**src/rtl/cla_accumulator.sv**
```systemverilog
// Streaming packet accumulator built on a ripple of 4-bit CLA slices.
// Tracks sticky carry/overflow and beat count; presents each packet total on a valid/ready port.
module cla_accumulator #(
   parameter int unsigned WIDTH = 32,
   parameter int unsigned CNT_W = 8
) (
   input  logic             clk,
   input  logic             rst,
   input  logic             in_valid,
   output logic             in_ready,
   input  logic [WIDTH-1:0] in_data,
   input  logic             in_last,
   input  logic             clr,
   output logic             out_valid,
   input  logic             out_ready,
   output logic [WIDTH-1:0] out_sum,
   output logic             out_carry,
   output logic             out_ovf,
   output logic [CNT_W-1:0] out_count
);

   localparam int unsigned NSLICE = WIDTH / 4;
   localparam int unsigned MSB    = WIDTH - 1;

   typedef enum logic {
      ST_ACC  = 1'b0,
      ST_HOLD = 1'b1
   } state_t;

   state_t             state_q, state_nxt;
   logic [WIDTH-1:0]   acc_q, acc_nxt;
   logic               carry_q, carry_nxt;
   logic               ovf_q, ovf_nxt;
   logic [CNT_W-1:0]   cnt_q, cnt_nxt;
   logic               rdy_q;
   logic               vld_q;

   logic               beat;
   logic [WIDTH-1:0]   add_a;
   logic [WIDTH-1:0]   add_sum;
   logic [NSLICE:0]    add_c;
   logic [4:0]         slice;
   logic               carry_base;
   logic               ovf_base;
   logic [CNT_W-1:0]   cnt_base;

   // One 4-bit carry look-ahead slice: returns {cout, sum[3:0]}
   function automatic logic [4:0] cla4(input logic [3:0] a, input logic [3:0] b, input logic cin);
      logic [3:0] g;
      logic [3:0] p;
      logic [4:0] c;
      g    = a & b;
      p    = a ^ b;
      c[0] = cin;
      c[1] = g[0] | (p[0] & c[0]);
      c[2] = g[1] | (p[1] & g[0]) | (p[1] & p[0] & c[0]);
      c[3] = g[2] | (p[2] & g[1]) | (p[2] & p[1] & g[0]) | (p[2] & p[1] & p[0] & c[0]);
      c[4] = g[3] | (p[3] & g[2]) | (p[3] & p[2] & g[1]) | (p[3] & p[2] & p[1] & g[0])
           | (p[3] & p[2] & p[1] & p[0] & c[0]);
      return {c[4], p ^ c[3:0]};
   endfunction

   assign beat = in_valid & (state_q == ST_ACC);

   // A clr beat starts a fresh packet, so the old contents are dropped before the adder
   always_comb begin
      add_a      = clr ? '0 : acc_q;
      carry_base = clr ? 1'b0 : carry_q;
      ovf_base   = clr ? 1'b0 : ovf_q;
      cnt_base   = clr ? '0 : cnt_q;
   end

   // Slice chain, cin=0 into the least significant nibble
   always_comb begin
      add_sum  = '0;
      add_c    = '0;
      slice    = '0;
      add_c[0] = 1'b0;
      for (int i = 0; i < int'(NSLICE); i++) begin
         slice            = cla4(add_a[i*4 +: 4], in_data[i*4 +: 4], add_c[i]);
         add_sum[i*4 +: 4] = slice[3:0];
         add_c[i+1]       = slice[4];
      end
   end

   // Next-state and register update logic
   always_comb begin
      state_nxt = state_q;
      acc_nxt   = acc_q;
      carry_nxt = carry_q;
      ovf_nxt   = ovf_q;
      cnt_nxt   = cnt_q;
      case (state_q)
         ST_ACC: begin
            if (beat) begin
               acc_nxt   = add_sum;
               carry_nxt = carry_base | add_c[NSLICE];
               ovf_nxt   = ovf_base | ((add_a[MSB] == in_data[MSB]) & (add_sum[MSB] != add_a[MSB]));
               cnt_nxt   = (&cnt_base) ? cnt_base : cnt_base + CNT_W'(1);
               if (in_last) begin
                  state_nxt = ST_HOLD;
               end
            end else if (clr) begin
               acc_nxt   = '0;
               carry_nxt = 1'b0;
               ovf_nxt   = 1'b0;
               cnt_nxt   = '0;
            end
         end
         ST_HOLD: begin
            if (out_ready) begin
               state_nxt = ST_ACC;
               acc_nxt   = '0;
               carry_nxt = 1'b0;
               ovf_nxt   = 1'b0;
               cnt_nxt   = '0;
            end
         end
         default: begin
            state_nxt = ST_ACC;
         end
      endcase
   end

   // State and datapath registers; handshake flags are decoded from the next state
   always_ff @(posedge clk) begin
      if (rst) begin
         state_q <= ST_ACC;
         acc_q   <= '0;
         carry_q <= 1'b0;
         ovf_q   <= 1'b0;
         cnt_q   <= '0;
         rdy_q   <= 1'b1;
         vld_q   <= 1'b0;
      end else begin
         state_q <= state_nxt;
         acc_q   <= acc_nxt;
         carry_q <= carry_nxt;
         ovf_q   <= ovf_nxt;
         cnt_q   <= cnt_nxt;
         rdy_q   <= (state_nxt == ST_ACC);
         vld_q   <= (state_nxt == ST_HOLD);
      end
   end

   assign in_ready  = rdy_q;
   assign out_valid = vld_q;
   assign out_sum   = acc_q;
   assign out_carry = carry_q;
   assign out_ovf   = ovf_q;
   assign out_count = cnt_q;

endmodule
```
**config.mk**
```make
export PLATFORM = sky130hd
export DESIGN_NAME = cla_accumulator
export DESIGN_NICKNAME = d
export VERILOG_FILES = /design/src/rtl/cla_accumulator.sv
export SDC_FILE = /design/constraint.sdc
export NUM_CORES = 1
export LEC_CHECK = 0
export BUFFER_PORTS_ARGS = -buffer_cell sky130_fd_sc_hd__buf_2
export CAP_MARGIN = 30
export CORE_ASPECT_RATIO = 1.25
export CORE_UTILIZATION = 45
export DETAILED_ROUTE_END_ITERATION = 6
export GPL_ROUTABILITY_DRIVEN = 0
export GPL_TIMING_DRIVEN = 0
export PLACE_DENSITY = 0.69
export SLEW_MARGIN = 20
export SYNTH_ARGS = -nofsm -noshare
export SYNTH_HDL_FRONTEND = slang
export SYNTH_SLANG_ARGS = --single-unit
```
**constraint.sdc**
```tcl
create_clock -name clk -period 4.4 [get_ports clk]
set_input_delay 0.22 -clock clk [delete_from_list [all_inputs] [get_ports clk]]
set_output_delay 0.22 -clock clk [all_outputs]
set_load 0.1 [all_outputs]
```
==> qor.yml <==
place:
  portBuffers: 80
  dp.final_hpwl_mm: 6.39
sta:
  rsz0062_at_grt: "no"
  skew_ns: 0.0115
  relSlewSlack_pct: 56.7
  fin_setup_tns_ns: 0
  fin_crit_sh_pct: 80.5
  tightest_slew_ns: 0.649
  hold_violations: 0
  post-route-min-period_ns: 3.54
  setup_viol: 0
  drv_slew: 0
  max_freq_ghz: 0.282
power:
  p_seq_share_pct: 36.8
  peakVddDrop_v: 0.000129
  p_total_mw: 1.20
  power_switching_uw: 487
  switching_share_pct: 40.7
  clockPowerShare_pct: 27.1
  p_per_area_nw_per_um2: 309
  comb_power_share_pct: 36.2
  internal-power_uw: 710
  leakagePower_nw: 1.89
layout:
  drive_gt1_share_pct: 20.4
  antennaDiodeCount: 0
  area_growth_pct: 19.2
  layout.nets: 558
detailed_routing:
  drt_pass1_iterations: 4
  dr_total_vias: 3095
  wl_per_cell_um: 14.6
  vias_per_cell: 5.43
  wl_mm: 8.34
  drc_errors: 0
  drtAntennaViolNets: 0
  drt_iter0_drc: 138
clock_network:
  cts.sinks: 44
  cts-hold-fix-buffers: 0
  clk_pin_slew_ns: 0.09
  htree_levels: 2
  cts_buffers: 5
  cts_tree: "yes"
  post-cts-setup-buffers: 0
  clock_latency_ns: 0.31
  ctsResizeCount: 0
  clk_path_buf_depth: 2
  cts_root_buf: "clkbuf_8"
yosys:
  synthFlopType: "dfxtp_1"
  ys_seq_elements: 44
  seq_area_frac_synth_pct: 27.1
  synth_edf_count: 0
  avgSynthCellArea_sq_um: 8.28
  postSynth.asyncResetShare_pct: 0
  synth_cell_types: 50
  ys_warn_count: 0
  netlist_area_sq_um: 3250
  synth_fp_nets: 471
  syn_inst: 392
floorplan:
  die_height_um: 97.0
  initial_core_util_pct: 46.5
  die_x_um: 78.0
  die_area_sq_um: 7560
  row_count: 34
  ioPinCount: 82
  design.core.area_sq_um: 6980
global_routing:
  overflow: 0
  antenna_found_initial: 0
  grt_pass1_wl_mm: 14.1
  grt_pass1_vias: 3031
  grt_usage_pct: 23.6
  grt_max_degree: 15
worst_setup_path:
  crit_path_end_kind: "register"
  startpoint_type: "input port"
  crit_end: "out_sum[25]"
  cp-startpoint: "clr"
  worstSetupPathType: "in -> reg"
  required_ns: 4.59
  path_max_fanout: 10
  critPathArrivalTime_ns: 3.73
  rrSetupSlack_ns: 1.42
  r2r_start: "out_sum[9]"
  reg2reg_to: "out_sum[25]"
  r2r.worst_path.cells: 11
min_path:
  hp-class: "in -> reg"
flow_run:
  maxCapViolations: 0
outcome:
  status: "complete, no violations"
-- synthesized netlist by cell type, types with 3 or more instances --
library cell   n  area share, %
xor2_1         4            1.1
and3_1         4           0.77
a21oi_1       33            5.1
o21ai_0        9            1.4
nor2b_1       32            6.2
a21o_1         8            1.8
nand2_1       21            2.4
nand4_1        4           0.77
ha_1          33             13
o21bai_1       3           0.69
o21a_1         7            1.6
fa_1           8            4.9
nor2_1        46            5.3
o211ai_1       3           0.69
xnor2_1       20            5.4
or2_2          3           0.58
a22oi_1       12            2.8
inv_1         28            3.2
dfxtp_1       44             27
nand3_1        8            1.2
clkbuf_1      13            1.5
a22o_1        13            3.5
-- power by group through the flow --
stage	Combinational [mW]	Sequential, mW	Clock [mW]
finish	0.433	0.440	0.324
global route	0.469	0.444	0.344
CTS	0.435	0.440	0.331
detailed placement	0.433	0.449	0
global placement	0.428	0.449	0
floorplan	0.176	0.619	0
-- cells by family (layout without fill, tap and decap cells) --
| family | count (synthesis) | count (layout) | synth area share, % |
|---|---|---|---|
| muxes | 1 | 1 | 0.308 |
| adders and majority gates | 41 | 41 | 17.6 |
| buffers and inverters | 44 | 132 | 5.13 |
| DFF | 44 | 44 | 27.1 |
| xor gates and xnor gates | 24 | 24 | 6.47 |
| and+or+nand+nor | 129 | 129 | 19.7 |
| AOI/OAI and AO/OA | 109 | 109 | 23.7 |
-- sequential cells by signal, summed over array words and instances (netlist names) --
| name | flops |
|---|---|
| in_ready | 1 |
| out_valid | 1 |
| out_ovf | 1 |
| out_sum | 32 |
| out_count | 8 |
| out_carry | 1 |
-- final cells by class --
cell class	instances	area, sq um
fill	697	3110
multi-input combinational	304	2200
sequential	44	881
timing repair buffer	80	400
tap	90	113
inverter	28	105
clock buffer	5	68.8
buffer	16	61.3
clock inverter	3	42.5
-- routing by layer --
metal | share of wire [%] | up-vias | GRT usage, %
met4 | 1.2 | 0 | 6.84
li1 | - | 1550 | -
met2 | 51 | 82 | 41.8
met1 | 43 | 1454 | 29.2
met5 | 0 | - | 0
met3 | 4.7 | 9 | 3.58
-- metrics by stage --
| step | instance area (sq um) | setup slack, ns | util [%] | hold slack, ns | std cells |
|---|---|---|---|---|---|
| floorplan | 3250 | 1.08 | - | 0.379 | 392 |
| detailed placement | 3760 | 0.504 | 53.9 | 0.479 | 562 |
| global placement | 3760 | 0.570 | 53.9 | 0.477 | 562 |
| finish | 3870 | 0.858 | 55.5 | 0.175 | 570 |
| global route | 3870 | 0.583 | 55.5 | 0.210 | 570 |
| CTS | 3870 | 0.834 | 55.5 | 0.178 | 570 |
-- worst min-delay path by stage --
stage / slack (ns) / startpoint / endpoint / depth (start not counted)
floorplan: 0.38 / in_last / out_valid / 2
detailed placement: 0.48 / out_sum[30] / out_sum[30] / 1
finish: 0.17 / in_last / out_valid / 3
global route: 0.21 / in_last / out_valid / 3
CTS: 0.18 / in_last / out_valid / 3
global placement: 0.48 / out_count[3] / out_count[3] / 2
-- worst max-delay path, cell delays in order --
cell and delay [ns]:
buf_2 0.09, buf_1 0.43, clkbuf_1 0.49, nor2b_1 0.11, ha_1 0.37, nand4_1 0.18
nor4_1 0.47, a21o_1 0.23, o21bai_1 0.12, o21a_1 0.25, fa_1 0.41, xnor2_1 0.14
a22oi_1 0.16, nor2_1 0.06
-- cell usage in the layout, fill, tap and decap left out, types with 2 or more instances in the layout --
cell type,count
xor2_1,4
nand2b_1,2
clkbuf_1,13
xnor2_1,20
nor2_1,46
inv_1,28
a22oi_1,12
nor2b_1,32
nand2_1,21
nor3_1,2
a31oi_1,2
o21ai_0,9
clkbuf_8,5
nand3_1,8
o21ai_1,2
a22o_1,13
a221oi_2,2
o21bai_1,3
buf_2,81
o31ai_1,2
a21oi_1,33
a21o_1,8
or2_2,3
dfxtp_1,44
and3_1,4
o211ai_1,3
a211oi_2,2
buf_1,2
fa_1,8
ha_1,33
nand4_1,4
o21a_1,7
Power figures use the tool's default switching activity.
